File: src/rtl/cp0_exc.sv
// CP0 status/cause/EPC block with exception and interrupt request.
// Req is combinational; all register updates land on the rising edge of clk.
module cp0_exc (
  input  logic        clk,
  input  logic        reset,
  input  logic        en,
  input  logic [4:0]  CP0Addr,
  input  logic [31:0] CP0In,
  input  logic [31:0] VPC,
  input  logic        BDIn,
  input  logic [4:0]  ExcCodeIn,
  input  logic [5:0]  HWInt,
  input  logic        EXLClr,
  output logic [31:0] CP0Out,
  output logic [31:0] EPCOut,
  output logic        Req
);

  localparam logic [4:0]  ADDR_SR    = 5'd12;
  localparam logic [4:0]  ADDR_CAUSE = 5'd13;
  localparam logic [4:0]  ADDR_EPC   = 5'd14;
  localparam logic [4:0]  ADDR_PRID  = 5'd15;
  localparam logic [31:0] PRID_VAL   = 32'h2024_1105;

  logic [5:0]  im_q,    im_d;
  logic        exl_q,   exl_d;
  logic        ie_q,    ie_d;
  logic        bd_q,    bd_d;
  logic [5:0]  ip_q,    ip_d;
  logic [4:0]  exc_q,   exc_d;
  logic [31:0] epc_q,   epc_d;

  logic        int_req;
  logic        exc_req;
  logic        wr_sr;
  logic        wr_epc;
  logic [31:0] victim;
  logic [31:0] sr_val;
  logic [31:0] cause_val;

  assign int_req = ie_q & ~exl_q & (|(HWInt & im_q));
  assign exc_req = ~exl_q & (ExcCodeIn != 5'd0);
  assign Req     = int_req | exc_req;

  assign wr_sr  = en & ~Req & (CP0Addr == ADDR_SR);
  assign wr_epc = en & ~Req & (CP0Addr == ADDR_EPC);

  // A delay-slot victim restarts at its branch.
  assign victim = (BDIn ? (VPC - 32'd4) : VPC) & 32'hFFFF_FFFC;

  always_comb begin
    im_d  = im_q;
    exl_d = exl_q;
    ie_d  = ie_q;
    bd_d  = bd_q;
    ip_d  = HWInt;
    exc_d = exc_q;
    epc_d = epc_q;
    if (Req) begin
      exl_d = 1'b1;
      bd_d  = BDIn;
      exc_d = int_req ? 5'd0 : ExcCodeIn;
      epc_d = victim;
    end else begin
      if (wr_sr) begin
        im_d  = CP0In[15:10];
        exl_d = CP0In[1];
        ie_d  = CP0In[0];
      end
      if (wr_epc) begin
        epc_d = CP0In & 32'hFFFF_FFFC;
      end
      if (EXLClr) begin
        exl_d = 1'b0;
      end
    end
  end

  always_ff @(posedge clk) begin
    if (reset) begin
      im_q  <= '0;
      exl_q <= 1'b0;
      ie_q  <= 1'b0;
      bd_q  <= 1'b0;
      ip_q  <= '0;
      exc_q <= '0;
      epc_q <= '0;
    end else begin
      im_q  <= im_d;
      exl_q <= exl_d;
      ie_q  <= ie_d;
      bd_q  <= bd_d;
      ip_q  <= ip_d;
      exc_q <= exc_d;
      epc_q <= epc_d;
    end
  end

  assign sr_val    = {16'd0, im_q, 8'd0, exl_q, ie_q};
  assign cause_val = {bd_q, 15'd0, ip_q, 3'd0, exc_q, 2'd0};
  assign EPCOut    = epc_q;

  always_comb begin
    CP0Out = 32'd0;
    case (CP0Addr)
      ADDR_SR:    CP0Out = sr_val;
      ADDR_CAUSE: CP0Out = cause_val;
      ADDR_EPC:   CP0Out = epc_q;
      ADDR_PRID:  CP0Out = PRID_VAL;
      default:    CP0Out = 32'd0;
    endcase
  end

endmodule

File: config.mk
export PLATFORM = sky130hd
export DESIGN_NAME = cp0_exc
export DESIGN_NICKNAME = d
export VERILOG_FILES = /design/src/rtl/cp0_exc.sv
export SDC_FILE = /design/constraint.sdc
export NUM_CORES = 1
export LEC_CHECK = 0
export BUFFER_PORTS_ARGS = -buffer_cell sky130_fd_sc_hd__buf_2
export CORE_MARGIN = 3
export CORE_UTILIZATION = 45
export DETAILED_ROUTE_END_ITERATION = 10
export PLACE_DENSITY_LB_ADDON = 0.1
export SLEW_MARGIN = 20
export SYNTH_ARGS = -nofsm -noshare
export SYNTH_HDL_FRONTEND = slang
export SYNTH_SLANG_ARGS = --single-unit
File: constraint.sdc
create_clock -name clk -period 5.3 [get_ports clk]
set_input_delay 1.325 -clock clk [delete_from_list [all_inputs] [get_ports clk]]
set_output_delay 1.325 -clock clk [all_outputs]
set_load 0.02 [all_outputs]
* Yosys cells after proc, flatten, opt, wreduce, memory -nomap -nowiden
Cells that the tools add are included.
** Operators by class
- Add/sub/neg operators :: 1
- Equal/unequal tests :: 4
- Mux-type cells :: 8
- Bitwise operators :: 10
- Reduce and logical (&&, ||, !) cells :: 5
** Operators with widths (number)
- $pmux W32 S4 :: 1
- $mux W32 :: 3
- $sub A32 B3 Y32 const B :: 1
- $eq A5 B4 Y1 const B :: 4
- $and A1 B1 Y1 :: 6
- $and A6 B6 Y6 :: 1
- $reduce_or A6 Y1 :: 1
- $mux W5 :: 1
- $reduce_bool A5 Y1 :: 1
- $mux W1 :: 3
- $reduce_bool A3 Y1 :: 1
- $not A1 Y1 :: 2
- $reduce_and A2 Y1 :: 1
- $reduce_bool A2 Y1 :: 1
- $or A1 B1 Y1 :: 1
** Word-level totals
- Flip-flop bits (word level) :: 50
- Input port bits :: 85
- Output and inout port bits :: 65

* Depth between registers and ports, before layout
- Depth in word-level cells :: 10
- Depth in mapped cells :: 8
- Mapped depth without buffers :: 6

* Least setup slack after synthesis
OpenSTA, ideal clock, no wires.
- Path kind :: input to output
- From :: input HWInt[0]
- To :: output Req
- Data arrival time :: 2.586 ns
- Data required time :: 3.975 ns
- Setup slack :: 1.389 ns
- Stages :: 6
- Path through :: a22o_1 o311a_1 buf_2 nor2_4 inv_1 clkbuf_1
** On the way
- Longest elaborated chain between the ends :: 4
** Ends and longest elaborated chain
- start, declared :: RTL line 12 : input logic [5:0] HWInt,
- $and A6 B6 Y6 :: RTL line 41 : assign int_req = ie_q & ~exl_q & (|(HWInt & im_q));
- $reduce_or A6 Y1 :: RTL line 41
- $and A1 B1 Y1 :: RTL line 41
- $or A1 B1 Y1 :: RTL line 43 : assign Req = int_req | exc_req;
- end, declared :: RTL line 16 : output logic Req
No other way between the ends.

* Worst setup path in the final report
- From :: input HWInt[2]
- To :: output Req
The elaborated chain is that of the path after synthesis.

==> impl_metrics.ini <==
[layout]
diodes = 0
layout_common_cells = 145 x buf_2, 50 x dfxtp_1, 39 x a31oi_1
drive_gt1_share_pct = 29.60
nFillCells = 774
nets = 666
final_common_cell = buf_2
area_growth_pct = 22.18

[worst_setup_path]
cpMaxStageDelayCell = o311a_1
end_kind = output pin
max_stage_delay_ps = 330
cp.required_ps = 3970
critPathLaunchType = primary input
path_max_fanout = 33
path_class = in -> out
cp.arrival_ps = 3050
cp_cell_sequence = buf_2 > a22o_1 > o311a_1 > buf_4 > nor2_4 > inv_1 > buf_4 > buf_2

[cts]
clkLatencyLatePin_ps = 320
clkSlewWorstSetupHoldPaths_ps = 100
cts_tree = built
cts-root-buf = clkbuf_8
cts.sinks = 50
cts.htree.levels = 2
numCtsBuffers = 5
post_cts_resized = 0
postCtsHoldBufs = 0
postCtsSetupRepairBufs = 0
cts_buffer_depth = 2

[timing]
finalSetupViolCount = 0
finClkSkew_ps = 12.25
maxClockFrequency_ghz = 0.2285
setup_tns_ps = 0
fin_ws_ps = 924.5
fin_crit_sh_pct = 82.56
tightest_slew_ps = 922.4
rsz0062_at_grt = no
max_slew_margin_pct = 38.44
finalMaxSlewViolations = 0
finalHoldViolCount = 0
fin_crit_ps = 4376

[grt]
grt_pass1_vias = 3637
grt_overflow_total = 0
grt_pass1_wl_mm = 18.53
grtUsageTotal_pct = 25.65
grt_antenna_before_repair = 0
grt_max_degree = 51

[detailed_routing]
drtIter0Drc = 307
viasPerCell = 6.092
drt-pass1-iter-count = 5
num_vias = 4161
final_antenna_net_count = 0
routed_wl_mm = 12.38
drcViolationCount = 0
wl_per_cell_um = 18.12

[floorplanning]
coreArea_mm2 = 0.007807
fp-row-count = 32
die_area_mm2 = 0.009212
initial_core_util_pct = 46.67
die_w_um = 95.98
ios = 150
die_height_um = 95.98

[placed_design]
pre_cts_slack_ps = 930.6
dpl.hpwl_mm = 8.799
portBuffers = 145
gp_congestion = 0.8709

[logic_synthesis]
synthCells = 469
ys.flop_type = dfxtp_1
async_flop_share_pct = 0
synth_edf_count = 0
syn_area_mm2 = 0.003643
yosys_warnings = 0
ys_types = 53
syn_avg_cell_area_um2 = 7.769
ys_seq_area_share_pct = 27.47
ys_ff_latch = 50

[job]
maxCapViolations = 0

[status]
status = complete, no violations

[hold_path]
hold_path.class = reg -> reg

[pwr]
ir_drop_mv = 0.08759
p_leak_nw = 1.865
p_per_area_mw_per_mm2 = 207.2
through the flow:
step / power (mW) / hold slack (ps) / cells / util (%) / cell area, µm²
2_1_floorplan: 0.5833 / 443.5 / 470 / - / 3647
3_3_place_gp: 0.6832 / 457.4 / 675 / 55.83 / 4359
3_5_place_dp: 0.6875 / 469.6 / 675 / 55.83 / 4359
4_1_cts: 0.9256 / 484.1 / 683 / 57.02 / 4452
5_1_grt: 0.9657 / 507.0 / 683 / 57.02 / 4452
6_report: 0.9225 / 485.0 / 683 / 57.02 / 4452
synth_stat cells, drive strengths merged (2+ instances only):
cell type,count,area share [%]
mux2i,19,5.2
a311oi,2,0.48
dfxtp,50,27
a31oi,39,6.7
inv,28,2.9
nor3b,2,0.41
or4,18,3.7
nand3,10,1.4
or3,5,0.86
nor2,34,3.7
xnor2,4,0.96
o21ai,3,0.41
buf,9,1.4
a22oi,5,1.0
xor2,6,1.4
nand3b,3,0.62
nand4,6,1.0
nand2,23,2.4
o41ai,18,4.3
a211oi,19,3.9
o31ai,14,2.9
nor4,15,2.9
nor3,21,3.3
and4,24,5.8
clkbuf,40,4.1
nor2b,10,1.7
or3b,6,1.4
o21a,2,0.41
a22o,3,0.72
a21oi,15,2.1
report_power, final:
| group | internal (mW) | switching (mW) |
|---|---|---|
| registers | 0.404 | 0.0201 |
| logic | 0.0938 | 0.164 |
| clock network | 0.0948 | 0.146 |
| total | 0.593 | 0.330 |
worst max-delay path, delay by kind of cell:
family / cells / cell delay (ps)
buffers and inverters: 5 / 830
and+or+nand+nor: 1 / 280
AOI/OAI and AO/OA: 2 / 590
kinds of logic after synthesis:
logic type,after synthesis,share of synthesized area [%]
DFF,50,27.47
other,1,0.1029
buffers and inverters,77,8.379
xor gates and xnor gates,10,2.404
adders and majority gates,1,0.3434
AOI/OAI and AO/OA,125,24.21
and+or+nand+nor,186,31.87
muxes,19,5.220
per-layer routing:
layer  vias to the layer above  track usage [%]  share of wire, %
met5                         -                0                 0
met4                         0            7.227               1.3
met3                        11            4.769               8.7
met2                       184            37.61                44
met1                      1938            37.97                46
li1                       2028                -                 -
sequential cells by signal (all words and copies together) (netlist names):
signal / count
EPCOut: 30
im_q: 6
ip_q: 6
exc_q: 5
bd_q: 1
exl_q: 1
ie_q: 1
area by class of cell:
type	instances	area [µm²]	share of cell area (%)
multi-input combinational	343	2347	52.73
sequential	50	1001	22.48
timing repair buffer	152	778.2	17.48
tap	102	127.6	2.867
inverter	28	105.1	2.361
clock buffer	5	68.82	1.546
clock inverter	3	23.77	0.5340
final timing paths:
path	start	endpoint	slack, ps	cells after the start
hold reg to reg	im_q[2]	im_q[2]	480	2
setup / recovery	HWInt[2]	Req	920	8
hold / removal	im_q[2]	im_q[2]	480	2
setup reg to reg	im_q[5]	EPCOut[16]	3210	7
Note: power is estimated with default switching activity, not from simulation.
